File: config.mk
export PLATFORM = sky130hd
export DESIGN_NAME = axis_frame_arbiter_flat
export DESIGN_NICKNAME = d
export VERILOG_FILES = /design/src/rtl/axis_frame_arbiter_if.sv /design/src/rtl/axis_frame_arbiter.sv /design/src/flat_wrapper.sv
export SDC_FILE = /design/constraint.sdc
export NUM_CORES = 1
export LEC_CHECK = 0
export BUFFER_PORTS_ARGS = -buffer_cell sky130_fd_sc_hd__buf_2
export CAP_MARGIN = 0
export CORE_MARGIN = 5
export CORE_UTILIZATION = 54
export CTS_BUF_LIST = sky130_fd_sc_hd__clkbuf_4 sky130_fd_sc_hd__clkbuf_8 sky130_fd_sc_hd__clkbuf_16
export CTS_CLUSTER_SIZE = 40
export DETAILED_ROUTE_END_ITERATION = 12
export HOLD_SLACK_MARGIN = 0.15
export PLACE_DENSITY = 0.84
export SYNTH_ARGS = -nofsm -noshare
export SYNTH_HDL_FRONTEND = slang
export SYNTH_SLANG_ARGS = --single-unit
export TNS_END_PERCENT = 50
File: constraint.sdc
create_clock -name clk -period 5.2 [get_ports clk]
set_input_delay 1.04 -clock clk [delete_from_list [all_inputs] [get_ports clk]]
set_output_delay 1.04 -clock clk [all_outputs]
set_load 0.01 [all_outputs]
File: src/rtl/axis_frame_arbiter_if.sv
// AXI4-Stream video link: pixel data with tuser marking start of frame and tlast
// marking end of line.
interface axis_frame_arbiter_if #(
  parameter int unsigned C_PIXEL_WIDTH = 8
) ();
  logic                     tvalid;
  logic [C_PIXEL_WIDTH-1:0] tdata;
  logic                     tuser;
  logic                     tlast;
  logic                     tready;

  modport master (output tvalid, tdata, tuser, tlast, input tready);
  modport slave  (input tvalid, tdata, tuser, tlast, output tready);
endinterface

File: src/rtl/axis_frame_arbiter.sv
// Two-source whole-frame round-robin arbiter feeding one registered AXI4-Stream output.
// Define AXIS_FRAME_ARB_DRAIN_EN to discard stale non-SOF beats offered while idle.
module axis_frame_arbiter #(
  parameter int unsigned C_PIXEL_WIDTH = 8,
  parameter int unsigned C_IMG_HEIGHT  = 480
) (
  input  logic                 clk,
  input  logic                 reset,
  axis_frame_arbiter_if.slave  s0_axis,
  axis_frame_arbiter_if.slave  s1_axis,
  axis_frame_arbiter_if.master m_axis,
  output logic [1:0]           grant,
  output logic                 busy
);
  localparam int unsigned LineW = $clog2(C_IMG_HEIGHT) + 1;
  localparam logic [LineW-1:0] LastLine = LineW'(C_IMG_HEIGHT - 1);

  typedef enum logic [1:0] {StIdle, StGrant0, StGrant1} state_e;

  state_e             state_q, state_d;
  logic               last_grant_q, last_grant_d;
  logic [LineW-1:0]   line_cnt_q, line_cnt_d;

  logic                     out_valid_q;
  logic [C_PIXEL_WIDTH-1:0] out_data_q;
  logic                     out_user_q;
  logic                     out_last_q;

  logic                     req0, req1, can_load;
  logic                     in_valid, in_user, in_last, in_acc, frame_done;
  logic [C_PIXEL_WIDTH-1:0] in_data;
  logic [LineW-1:0]         line_base;

  assign req0     = s0_axis.tvalid & s0_axis.tuser;
  assign req1     = s1_axis.tvalid & s1_axis.tuser;
  assign can_load = ~out_valid_q | m_axis.tready;

  always_comb begin
    in_valid = 1'b0;
    in_data  = '0;
    in_user  = 1'b0;
    in_last  = 1'b0;
    case (state_q)
      StGrant0: begin
        in_valid = s0_axis.tvalid;
        in_data  = s0_axis.tdata;
        in_user  = s0_axis.tuser;
        in_last  = s0_axis.tlast;
      end
      StGrant1: begin
        in_valid = s1_axis.tvalid;
        in_data  = s1_axis.tdata;
        in_user  = s1_axis.tuser;
        in_last  = s1_axis.tlast;
      end
      default: ;
    endcase
  end

  assign in_acc     = in_valid & can_load;
  // Any SOF beat, first or early, starts the line count from zero.
  assign line_base  = in_user ? '0 : line_cnt_q;
  assign frame_done = in_acc & in_last & (line_base == LastLine);

  always_ff @(posedge clk) begin
    if (reset) begin
      state_q      <= StIdle;
      last_grant_q <= 1'b1;
      line_cnt_q   <= '0;
    end else begin
      state_q      <= state_d;
      last_grant_q <= last_grant_d;
      line_cnt_q   <= line_cnt_d;
    end
  end

  always_comb begin
    state_d      = state_q;
    last_grant_d = last_grant_q;
    line_cnt_d   = line_cnt_q;
    case (state_q)
      StIdle: begin
        line_cnt_d = '0;
        if (req0 & (~req1 | last_grant_q)) begin
          state_d = StGrant0;
        end else if (req1) begin
          state_d = StGrant1;
        end
      end
      StGrant0, StGrant1: begin
        if (in_acc) begin
          line_cnt_d = line_base + LineW'(in_last);
          if (frame_done) begin
            state_d      = StIdle;
            last_grant_d = (state_q == StGrant1);
          end
        end
      end
      default: state_d = StIdle;
    endcase
  end

  always_comb begin
    s0_axis.tready = ~reset & (state_q == StGrant0) & can_load;
    s1_axis.tready = ~reset & (state_q == StGrant1) & can_load;
`ifdef AXIS_FRAME_ARB_DRAIN_EN
    // tuser=1 while idle is a request, so only non-SOF beats are swallowed.
    s0_axis.tready = s0_axis.tready | (~reset & (state_q == StIdle) & ~s0_axis.tuser);
    s1_axis.tready = s1_axis.tready | (~reset & (state_q == StIdle) & ~s1_axis.tuser);
`endif
    grant = {state_q == StGrant1, state_q == StGrant0};
    busy  = (state_q != StIdle);
  end

  always_ff @(posedge clk) begin
    if (reset) begin
      out_valid_q <= 1'b0;
      out_data_q  <= '0;
      out_user_q  <= 1'b0;
      out_last_q  <= 1'b0;
    end else if (can_load) begin
      out_valid_q <= in_acc;
      if (in_acc) begin
        out_data_q <= in_data;
        out_user_q <= in_user;
        out_last_q <= in_last;
      end
    end
  end

  assign m_axis.tvalid = out_valid_q;
  assign m_axis.tdata  = out_data_q;
  assign m_axis.tuser  = out_user_q;
  assign m_axis.tlast  = out_last_q;
endmodule

File: src/flat_wrapper.sv
// flat-port wrapper written by rule: the top's interface ports become plain ports
module axis_frame_arbiter_flat 
#(
  parameter int unsigned C_PIXEL_WIDTH = 8,
  parameter int unsigned C_IMG_HEIGHT  = 480
)
  (clk, reset, grant, busy, s0_axis_tvalid, s0_axis_tdata, s0_axis_tuser, s0_axis_tlast, s0_axis_tready, s1_axis_tvalid, s1_axis_tdata, s1_axis_tuser, s1_axis_tlast, s1_axis_tready, m_axis_tvalid, m_axis_tdata, m_axis_tuser, m_axis_tlast, m_axis_tready);
  axis_frame_arbiter_if #(.C_PIXEL_WIDTH(C_PIXEL_WIDTH)) s0_axis_i ();
  axis_frame_arbiter_if #(.C_PIXEL_WIDTH(C_PIXEL_WIDTH)) s1_axis_i ();
  axis_frame_arbiter_if #(.C_PIXEL_WIDTH(C_PIXEL_WIDTH)) m_axis_i ();
  input  logic clk;
  input  logic reset;
  output logic [1:0] grant;
  output logic busy;
  input wire logic [$bits(s0_axis_i.tvalid)-1:0] s0_axis_tvalid;
  input wire logic [$bits(s0_axis_i.tdata)-1:0] s0_axis_tdata;
  input wire logic [$bits(s0_axis_i.tuser)-1:0] s0_axis_tuser;
  input wire logic [$bits(s0_axis_i.tlast)-1:0] s0_axis_tlast;
  output wire logic [$bits(s0_axis_i.tready)-1:0] s0_axis_tready;
  input wire logic [$bits(s1_axis_i.tvalid)-1:0] s1_axis_tvalid;
  input wire logic [$bits(s1_axis_i.tdata)-1:0] s1_axis_tdata;
  input wire logic [$bits(s1_axis_i.tuser)-1:0] s1_axis_tuser;
  input wire logic [$bits(s1_axis_i.tlast)-1:0] s1_axis_tlast;
  output wire logic [$bits(s1_axis_i.tready)-1:0] s1_axis_tready;
  output wire logic [$bits(m_axis_i.tvalid)-1:0] m_axis_tvalid;
  output wire logic [$bits(m_axis_i.tdata)-1:0] m_axis_tdata;
  output wire logic [$bits(m_axis_i.tuser)-1:0] m_axis_tuser;
  output wire logic [$bits(m_axis_i.tlast)-1:0] m_axis_tlast;
  input wire logic [$bits(m_axis_i.tready)-1:0] m_axis_tready;
  assign s0_axis_i.tvalid = s0_axis_tvalid;
  assign s0_axis_i.tdata = s0_axis_tdata;
  assign s0_axis_i.tuser = s0_axis_tuser;
  assign s0_axis_i.tlast = s0_axis_tlast;
  assign s0_axis_tready = s0_axis_i.tready;
  assign s1_axis_i.tvalid = s1_axis_tvalid;
  assign s1_axis_i.tdata = s1_axis_tdata;
  assign s1_axis_i.tuser = s1_axis_tuser;
  assign s1_axis_i.tlast = s1_axis_tlast;
  assign s1_axis_tready = s1_axis_i.tready;
  assign m_axis_tvalid = m_axis_i.tvalid;
  assign m_axis_tdata = m_axis_i.tdata;
  assign m_axis_tuser = m_axis_i.tuser;
  assign m_axis_tlast = m_axis_i.tlast;
  assign m_axis_i.tready = m_axis_tready;
  axis_frame_arbiter #(.C_PIXEL_WIDTH(C_PIXEL_WIDTH), .C_IMG_HEIGHT(C_IMG_HEIGHT)) u_core (.clk(clk), .reset(reset), .s0_axis(s0_axis_i), .s1_axis(s1_axis_i), .m_axis(m_axis_i), .grant(grant), .busy(busy));
endmodule
# Word-level counts from Yosys, hierarchy flattened
# Cells that the tools add are included.
# word_totals
register_bits	24
input_bits	25
elab_cells	49
# classes
add_sub_neg	1
eq_ne	6
mux	12
n_bitwise	15
reduce_logical	8
# op_table
cell	count
two-way mux 10 bit	2
case mux 10 bit (2 select lines)	1
case mux 8 bit (2 select lines)	1
adder 10 x 1 -> 10 bit	1
bitwise AND 1 bit	10
== test 10 x 9 -> 1 bit, second input constant	1
two-way mux 2 bit	4
case mux 1 bit (2 select lines)	3
AND reduction 3 bit	2
!= test 2 x 1 -> 1 bit, second input constant	2
case mux 2 bit (2 select lines)	1
AND reduction 2 bit	2
nonzero test 2 bit	2
!= test 3 x 1 -> 1 bit, second input constant	1
NOT 1 bit	3
== test 2 x 1 -> 1 bit, second input constant	1
== test 2 bit, second input constant	1
zero test 2 bit	1
OR 1 bit	2
OR reduction 2 bit	1

# Depth between registers and ports, before layout
# Gate-level depths: netlist (run 1).
# depth
word_depth	8
ltp_mapped	12

# Worst setup path before layout (run 1)
# No wires, ideal clock.
# synth_path
kind	input to register
from	input port s1_axis_tuser
to	register u_core.line_cnt_q[8]
t_arrival_ps	2578
required_ps	5077
slack_ps	2499
path_stages	10
n_path_buf	0
cell_sequence	a22oi_1 -> nand2b_1 -> and2_1 -> ha_1 -> ha_1 -> and3_1 -> and3_1 -> and3_1 -> xnor2_1 -> o21ai_0
# synth_via
elab_chain_len	5
# synth_rtl
element	line	source
start: declaration	flat_wrapper.sv:22	input wire logic [$bits(s1_axis_i.tuser)-1:0] s1_axis_tuser;
case mux 1 bit (2 select lines)	axis_frame_arbiter.sv:43	case (state_q)
two-way mux 10 bit	axis_frame_arbiter.sv:62	assign line_base = in_user ? '0 : line_cnt_q;
adder 10 x 1 -> 10 bit	axis_frame_arbiter.sv:92	line_cnt_d = line_base + LineW'(in_last);
two-way mux 10 bit	axis_frame_arbiter.sv:91	if (in_acc) begin
case mux 10 bit (2 select lines)	axis_frame_arbiter.sv:81	case (state_q)
end signal: assignment	axis_frame_arbiter.sv:73	line_cnt_q <= line_cnt_d;
end: declaration	axis_frame_arbiter.sv:22	logic [LineW-1:0] line_cnt_q, line_cnt_d;
# Every way passes these cells. The select of a mux whose other input is x is not followed.
# A chain may end at the register's enable or synchronous reset.

# Worst setup path after layout (run 1)
# layout_path
from	input port m_axis_tready
to	output port s1_axis_tready
# layout_via
elab_chain_len	2
# layout_rtl
element	line	source
start: declaration	flat_wrapper.sv:29	input wire logic [$bits(m_axis_i.tready)-1:0] m_axis_tready;
OR 1 bit	axis_frame_arbiter.sv:36	assign can_load = ~out_valid_q | m_axis.tready;
bitwise AND 1 bit	axis_frame_arbiter.sv:105	s1_axis.tready = ~reset & (state_q == StGrant1) & can_load;
end: declaration	flat_wrapper.sv:24	output wire logic [$bits(s1_axis_i.tready)-1:0] s1_axis_tready;
# Every way passes these cells.

==> impl_metrics.env, run 1 <==
export IMPL_outcome="complete, no violations"
export IMPL_crit_path_end_kind="output port"
export IMPL_grt_antenna_before_repair=0
export IMPL_synth_warnings=0
export IMPL_ys_async_sr_fraction_pct=0
export IMPL_seqCellArea_um2=480
export IMPL_cts_tree="built"
export IMPL_r2r_start="u_core.state_q[0]"
export IMPL_clk_pin_slew_worst_paths_ps=130
export IMPL_drc=0
export IMPL_start_kind="input port"
export IMPL_nets=213
export IMPL_power_uw=426
export IMPL_worst_pin_slew_ps=564
export IMPL_grt_total_usage_pct=18.3
export IMPL_reg2reg_slack_ps=2350
export IMPL_htreeDepth=1
export IMPL_clock_skew_final_ps=2.32
export IMPL_hold_path_class="reg2reg"
export IMPL_num_rows=17
export IMPL_ys_seq_elements=24
export IMPL_p_per_area_nw_per_um2=277
export IMPL_fin_crit_sh_pct=56.1
export IMPL_grt_pass1_wl_um=4970
export IMPL_area_growth_pct=17.2
export IMPL_setup_viol=0
export IMPL_start_util_pct=57.7
export IMPL_port_buffers=40
export IMPL_synth_ff_type="dfxtp_1"
export IMPL_synth_edff_count=0
export IMPL_cp_arrival_ps=1880
export IMPL_slew_limit_headroom_pct=62.4
export IMPL_gp_congestion=0.929
export IMPL_worstRegToRegCells=12
export IMPL_synthCells=147
export IMPL_grt_max_degree=23
export IMPL_grt_pass1_vias=1225
export IMPL_synth_top_area_cell="dfxtp_1"
export IMPL_cts_sinks=24
export IMPL_layout_min_cycle_time_ps=2920
export IMPL_netlist_area_leader_share_pct=36.6
export IMPL_hpwl_um=2380
export IMPL_required_ps=4160
export IMPL_slew_violations=0
export IMPL_drt_pre_antenna_iters=4
export IMPL_multi_input_area_um2=758
export IMPL_grt_ovfl_total=0
export IMPL_drt_iter0_drc=40
export IMPL_insertion_delay_ps=320
export IMPL_cap_violations=0
export IMPL_cts_root_buf="clkbuf_4"
export IMPL_synth_distinct_cells=42
export IMPL_die_area_um2=3520
export IMPL_crit_type="in2out"
export IMPL_cp_max_fo=5
export IMPL_chipHeight_um=59.3
export IMPL_hold_buffers=0
export IMPL_fmax_ghz=0.343
export IMPL_critPathLaunch="m_axis_tready"
export IMPL_whs_path_depth=2
export IMPL_synth_seq_area_share_pct=36.6
export IMPL_ant_nets=0
export IMPL_fp_dieW_um=59.3
export IMPL_netlist_area_um2=1310
export IMPL_ios=41
export IMPL_irDropWorstVdd_mv=0.291
export IMPL_power_leakage_uw=0.000662
export IMPL_core_area_um2=2280
export IMPL_rsz0062_at_grt="no"
export IMPL_wl_um=3050
export IMPL_cts_buffers=3
export IMPL_synth_area_leaders="dfxtp_1 37%, a221oi_1 5.3%, ha_1 4.8%"
export IMPL_hold_violations=0
export IMPL_wire_per_inst_um=14.5
export IMPL_vias=1253
export IMPL_postCtsSetupBuffers=0
export IMPL_crit_end="s1_axis_tready"
export IMPL_place_area_um2=1490
export IMPL_setup_ws_ps=2280
export IMPL_tns_ps=0
export IMPL_syn_nets=177
export IMPL_fill_cells=197
export IMPL_cts_resized=0
export IMPL_diodes=0
export IMPL_clk_path_buf_depth=2
export IMPL_viasPerCell=5.97
export IMPL_syn_avg_cell_area_um2=8.93
export IMPL_post_place_ws_ps=2180
export IMPL_utilization_pct=67.6
export IMPL_r2r_end="u_core.line_cnt_q[8]"
export IMPL_drive_above_1_share_pct=27.5
export IMPL_final_area_um2=1540
[cell type report]
| cell class | count | area share, % |
|---|---|---|
| clock buffers | 3 | 1.46 |
| clock inverters | 1 | 1.95 |
| inverters | 3 | 0.732 |
| multi-input cells | 111 | 49.3 |
| flip-flops and latches | 24 | 31.2 |
| well taps | 28 | 2.28 |
| repair buffers | 40 | 13.0 |
[worst max-delay path: stages]
cell	delay, ps
buf_2	100
nand2b_1	230
nor2b_1	200
and2_1	180
buf_2	130
[flip-flops by register name (all words and copies together) (netlist names)]
register	flops
u_core.m_axis.tuser	1
u_core.last_grant_q	1
u_core.m_axis.tvalid	1
u_core.state_q	2
u_core.m_axis.tlast	1
u_core.line_cnt_q	10
u_core.m_axis.tdata	8
[layout by cell type (no fill, tap or decap), types with 3 or more instances in the layout]
cell,count
a21oi_1,3
nand2b_1,5
inv_1,3
nor2b_1,6
a221oi_1,8
nand4_1,4
nor2_1,13
a22oi_1,4
nor3_1,10
nor3b_1,3
o21ai_0,5
nand2_1,11
buf_2,40
and2_1,4
clkbuf_4,3
ha_1,5
dfxtp_1,24
and3_1,5
[cells by family (layout without fill, tap and decap cells)]
group | after synthesis | in the layout | synth area share (%)
buffers and inverters | 12 | 47 | 5.62
XOR/XNOR | 3 | 3 | 2.00
AO/OA/AOI/OAI | 34 | 34 | 21.7
multiplexers | 1 | 1 | 0.763
AND/OR/NAND/NOR | 68 | 68 | 28.5
adder cells (fa/ha/maj) | 5 | 5 | 4.77
flip-flops | 24 | 24 | 36.6
[power by group]
group	internal (µW)	switching [µW]
logic	38.9	58.9
registers	190	2.99
clock network	78.0	57.2
[cell usage after synthesis, drive strengths merged, types with 4 or more instances]
| library cell | number |
|---|---|
| nor2 | 13 |
| and2 | 4 |
| nand4 | 4 |
| nand2 | 11 |
| nor2b | 6 |
| dfxtp | 24 |
| nor3 | 11 |
| and3 | 5 |
| a22oi | 4 |
| o21ai | 6 |
| a221oi | 8 |
| nand2b | 5 |
| buf | 6 |
| ha | 5 |
[per-stage QoR]
step / hold slack (ps) / std cells
4_1_cts: 471 / 210
6_report: 473 / 210
3_3_place_gp: 443 / 206
3_5_place_dp: 449 / 206
2_1_floorplan: 447 / 147
5_1_grt: 491 / 210
[how the worst min path moves through the flow]
stage                                      to  slack [ps]           startpoint
after global routing      u_core.m_axis.tuser         490  u_core.m_axis.tuser
final                     u_core.m_axis.tuser         470  u_core.m_axis.tuser
after floorplan           u_core.last_grant_q         450  u_core.last_grant_q
after detailed placement  u_core.m_axis.tuser         450  u_core.m_axis.tuser
after CTS                 u_core.m_axis.tuser         470  u_core.m_axis.tuser
after global placement    u_core.m_axis.tuser         440  u_core.m_axis.tuser
[layer usage]
| layer | part of all wire (%) | GRT usage (%) |
|---|---|---|
| met1 | 41 | 20.1 |
| met2 | 52 | 32.6 |
| met3 | 5.0 | 3.70 |
| met4 | 1.8 | 9.71 |
| met5 | 0 | 0 |
No activity file was read; power rests on OpenSTA's default activity.
==> inputs of run 2 (changes only) <==
--- a/config.mk
+++ b/config.mk
@@ -8,12 +8,12 @@
 export BUFFER_PORTS_ARGS = -buffer_cell sky130_fd_sc_hd__buf_2
 export CAP_MARGIN = 0
 export CORE_MARGIN = 5
-export CORE_UTILIZATION = 54
+export CORE_UTILIZATION = 50
 export CTS_BUF_LIST = sky130_fd_sc_hd__clkbuf_4 sky130_fd_sc_hd__clkbuf_8 sky130_fd_sc_hd__clkbuf_16
 export CTS_CLUSTER_SIZE = 40
 export DETAILED_ROUTE_END_ITERATION = 12
 export HOLD_SLACK_MARGIN = 0.15
-export PLACE_DENSITY = 0.84
+export PLACE_DENSITY = 0.78
 export SYNTH_ARGS = -nofsm -noshare
 export SYNTH_HDL_FRONTEND = slang
 export SYNTH_SLANG_ARGS = --single-unit
==> constraint.sdc (replaced) <==
create_clock -name clk -period 3 [get_ports clk]
set_input_delay 0.6 -clock clk [delete_from_list [all_inputs] [get_ports clk]]
set_output_delay 0.6 -clock clk [all_outputs]
set_load 0.01 [all_outputs]
==> run 2 against run 1 <==
- non-clock buffer count rose by 2
- global-route usage rose by 1.3 points
- clock-buffer cell count did not move
- worst setup slack got worse by 2000 ps
- via count rose by 1.0%
- cell count rose by 1.9%
- routed wire length rose by 6.3%
- register-to-register slack got worse by 2000 ps
- critical path type is now reg2reg
- largest cell class unchanged
- largest power group unchanged
- highest routed layer unchanged
==> impl_metrics.env, run 2 (same netlist as run 1, synthesis figures left out) <==
export IMPL_viasPerCell=5.92
export IMPL_tns_ps=0
export IMPL_final_common_cell="buf_2"
export IMPL_clk_pin_slew_worst_paths_ps=130
export IMPL_slew_violations=0
export IMPL_clock_power_share_pct=31.6
export IMPL_grt_max_degree=23
export IMPL_num_rows=18
export IMPL_multi_input_area_um2=758
export IMPL_drt_pre_antenna_iters=4
export IMPL_start_kind="flop"
export IMPL_cts_sinks=24
export IMPL_hpwl_um=2440
export IMPL_p_seq_share_pct=44.7
export IMPL_cp_arrival_ps=2900
export IMPL_area_growth_pct=18.5
export IMPL_crit_type="reg2reg"
export IMPL_outcome="complete, no violations"
export IMPL_clk_path_buf_depth=2
export IMPL_switching_power_uw=213
export IMPL_reg2reg_slack_ps=310
export IMPL_p_per_area_nw_per_um2=481
export IMPL_cp_slowest_cell="dfxtp_1"
export IMPL_clock_skew_final_ps=2.82
export IMPL_grt_total_usage_pct=19.6
export IMPL_seqCellArea_um2=480
export IMPL_fp_dieW_um=61.2
export IMPL_cts_tree="built"
export IMPL_worstPathCellList="inv_1 -> ha_1 -> buf_4 -> a22oi_1 -> nor2b_1 -> ha_1 -> ha_1 -> and3_1 -> and3_1 -> and3_1 -> xnor2_1 -> o21ai_0"
export IMPL_setup_viol=0
export IMPL_grt_ovfl_total=0
export IMPL_hold_violations=0
export IMPL_crit_path_end_kind="flop"
export IMPL_nets=215
export IMPL_grt_antenna_before_repair=0
export IMPL_fin_crit_sh_pct=89.8
export IMPL_power_internal_uw=535
export IMPL_ios=41
export IMPL_htreeDepth=1
export IMPL_vias=1266
export IMPL_cpPeakStageDelay_ps=380
export IMPL_fmax_ghz=0.371
export IMPL_required_ps=3210
export IMPL_die_area_um2=3750
export IMPL_drc=0
export IMPL_hold_buffers=0
export IMPL_rsz0062_at_grt="no"
export IMPL_slew_limit_headroom_pct=61.6
export IMPL_core_area_um2=2500
export IMPL_cpLargestDelayFamily="simple AND/OR/NAND/NOR gates"
export IMPL_grt_pass1_wl_um=5500
export IMPL_layout_min_cycle_time_ps=2690
export IMPL_worst_pin_slew_ps=576
export IMPL_gp_congestion=0.905
export IMPL_largest_reg_flops=10
export IMPL_insertion_delay_ps=320
export IMPL_cts_buffers=3
export IMPL_cp_max_fo=11
export IMPL_swShare_pct=28.5
export IMPL_path_buf_inv=2
export IMPL_ant_nets=0
export IMPL_diodes=0
export IMPL_port_buffers=40
export IMPL_cts_root_buf="clkbuf_4"
export IMPL_whs_ps=461
export IMPL_drive_above_1_share_pct=28.3
export IMPL_chipHeight_um=61.2
export IMPL_combPwrFrac_pct=23.7
export IMPL_power_leakage_uw=0.000673
export IMPL_top_register="u_core.line_cnt_q"
export IMPL_postCtsSetupBuffers=0
export IMPL_hold_path_class="reg2reg"
export IMPL_wire_per_inst_um=15.1
export IMPL_grt_pass1_vias=1262
export IMPL_fill_cells=220
export IMPL_cts_resized=0
export IMPL_wl_um=3240
export IMPL_drt_iter0_drc=41
export IMPL_irDropWorstVdd_mv=0.277
export IMPL_cap_violations=0
export IMPL_start_util_pct=52.5
export IMPL_layout_common_cells="40 x buf_2, 24 x dfxtp_1, 13 x nor2_1"
## run 2: cell count changes in the layout (fill, tap and decap cells not counted), sizes merged
cell / delta
buf: +2
## run 2: worst paths after layout
path	start	to	depth (start not counted)
worst min register to register	u_core.m_axis.tuser	u_core.m_axis.tuser	2
worst max register to register	u_core.state_q[1]	u_core.line_cnt_q[8]	12
worst max-delay path	u_core.state_q[1]	u_core.line_cnt_q[8]	12
worst min-delay path	u_core.m_axis.tuser	u_core.m_axis.tuser	2
## run 2: metrics by stage
step | area (µm²) | util (%) | worst slack, ps | std cells | total power [µW]
2_1_floorplan | 1310 | - | 637 | 147 | 466
3_3_place_gp | 1500 | 60.1 | 473 | 210 | 508
3_5_place_dp | 1500 | 60.1 | 356 | 210 | 516
6_report | 1560 | 62.2 | 307 | 214 | 748
5_1_grt | 1560 | 62.2 | 93.8 | 214 | 783
4_1_cts | 1560 | 62.2 | 303 | 214 | 755
## run 2: final cells by class
class / count / share of cell area [%]
Timing Repair Buffer: 42 / 13.8
Clock inverter: 1 / 1.93
Clock buffer: 3 / 1.45
Tap cell: 30 / 2.41
Multi-Input combinational cell: 111 / 48.8
Inverter: 3 / 0.724
Sequential cell: 24 / 30.9
## run 2: worst register-to-register path: stages (launching register included)
cell and delay (ps):
dfxtp_1 380, inv_1 80, ha_1 210, buf_4 190
a22oi_1 340, nor2b_1 110, ha_1 240, ha_1 210
and3_1 200, and3_1 190, and3_1 190, xnor2_1 140
o21ai_0 90
## run 2: per-layer routing
| layer | vias up | track usage [%] | wire [µm] |
|---|---|---|---|
| met5 | - | 0 | 0 |
| met2 | 49 | 34.3 | 1620 |
| met4 | 0 | 8.67 | 89 |
| li1 | 612 | - | - |
| met3 | 9 | 3.77 | 172 |
| met1 | 596 | 23.2 | 1360 |
## run 2: power groups by stage
stage,clock network (µW),registers [µW],logic (µW)
3_3_place_gp,0,340,167
5_1_grt,255,336,192
3_5_place_dp,0,341,175
6_report,236,335,177
4_1_cts,245,335,175
2_1_floorplan,0,344,122
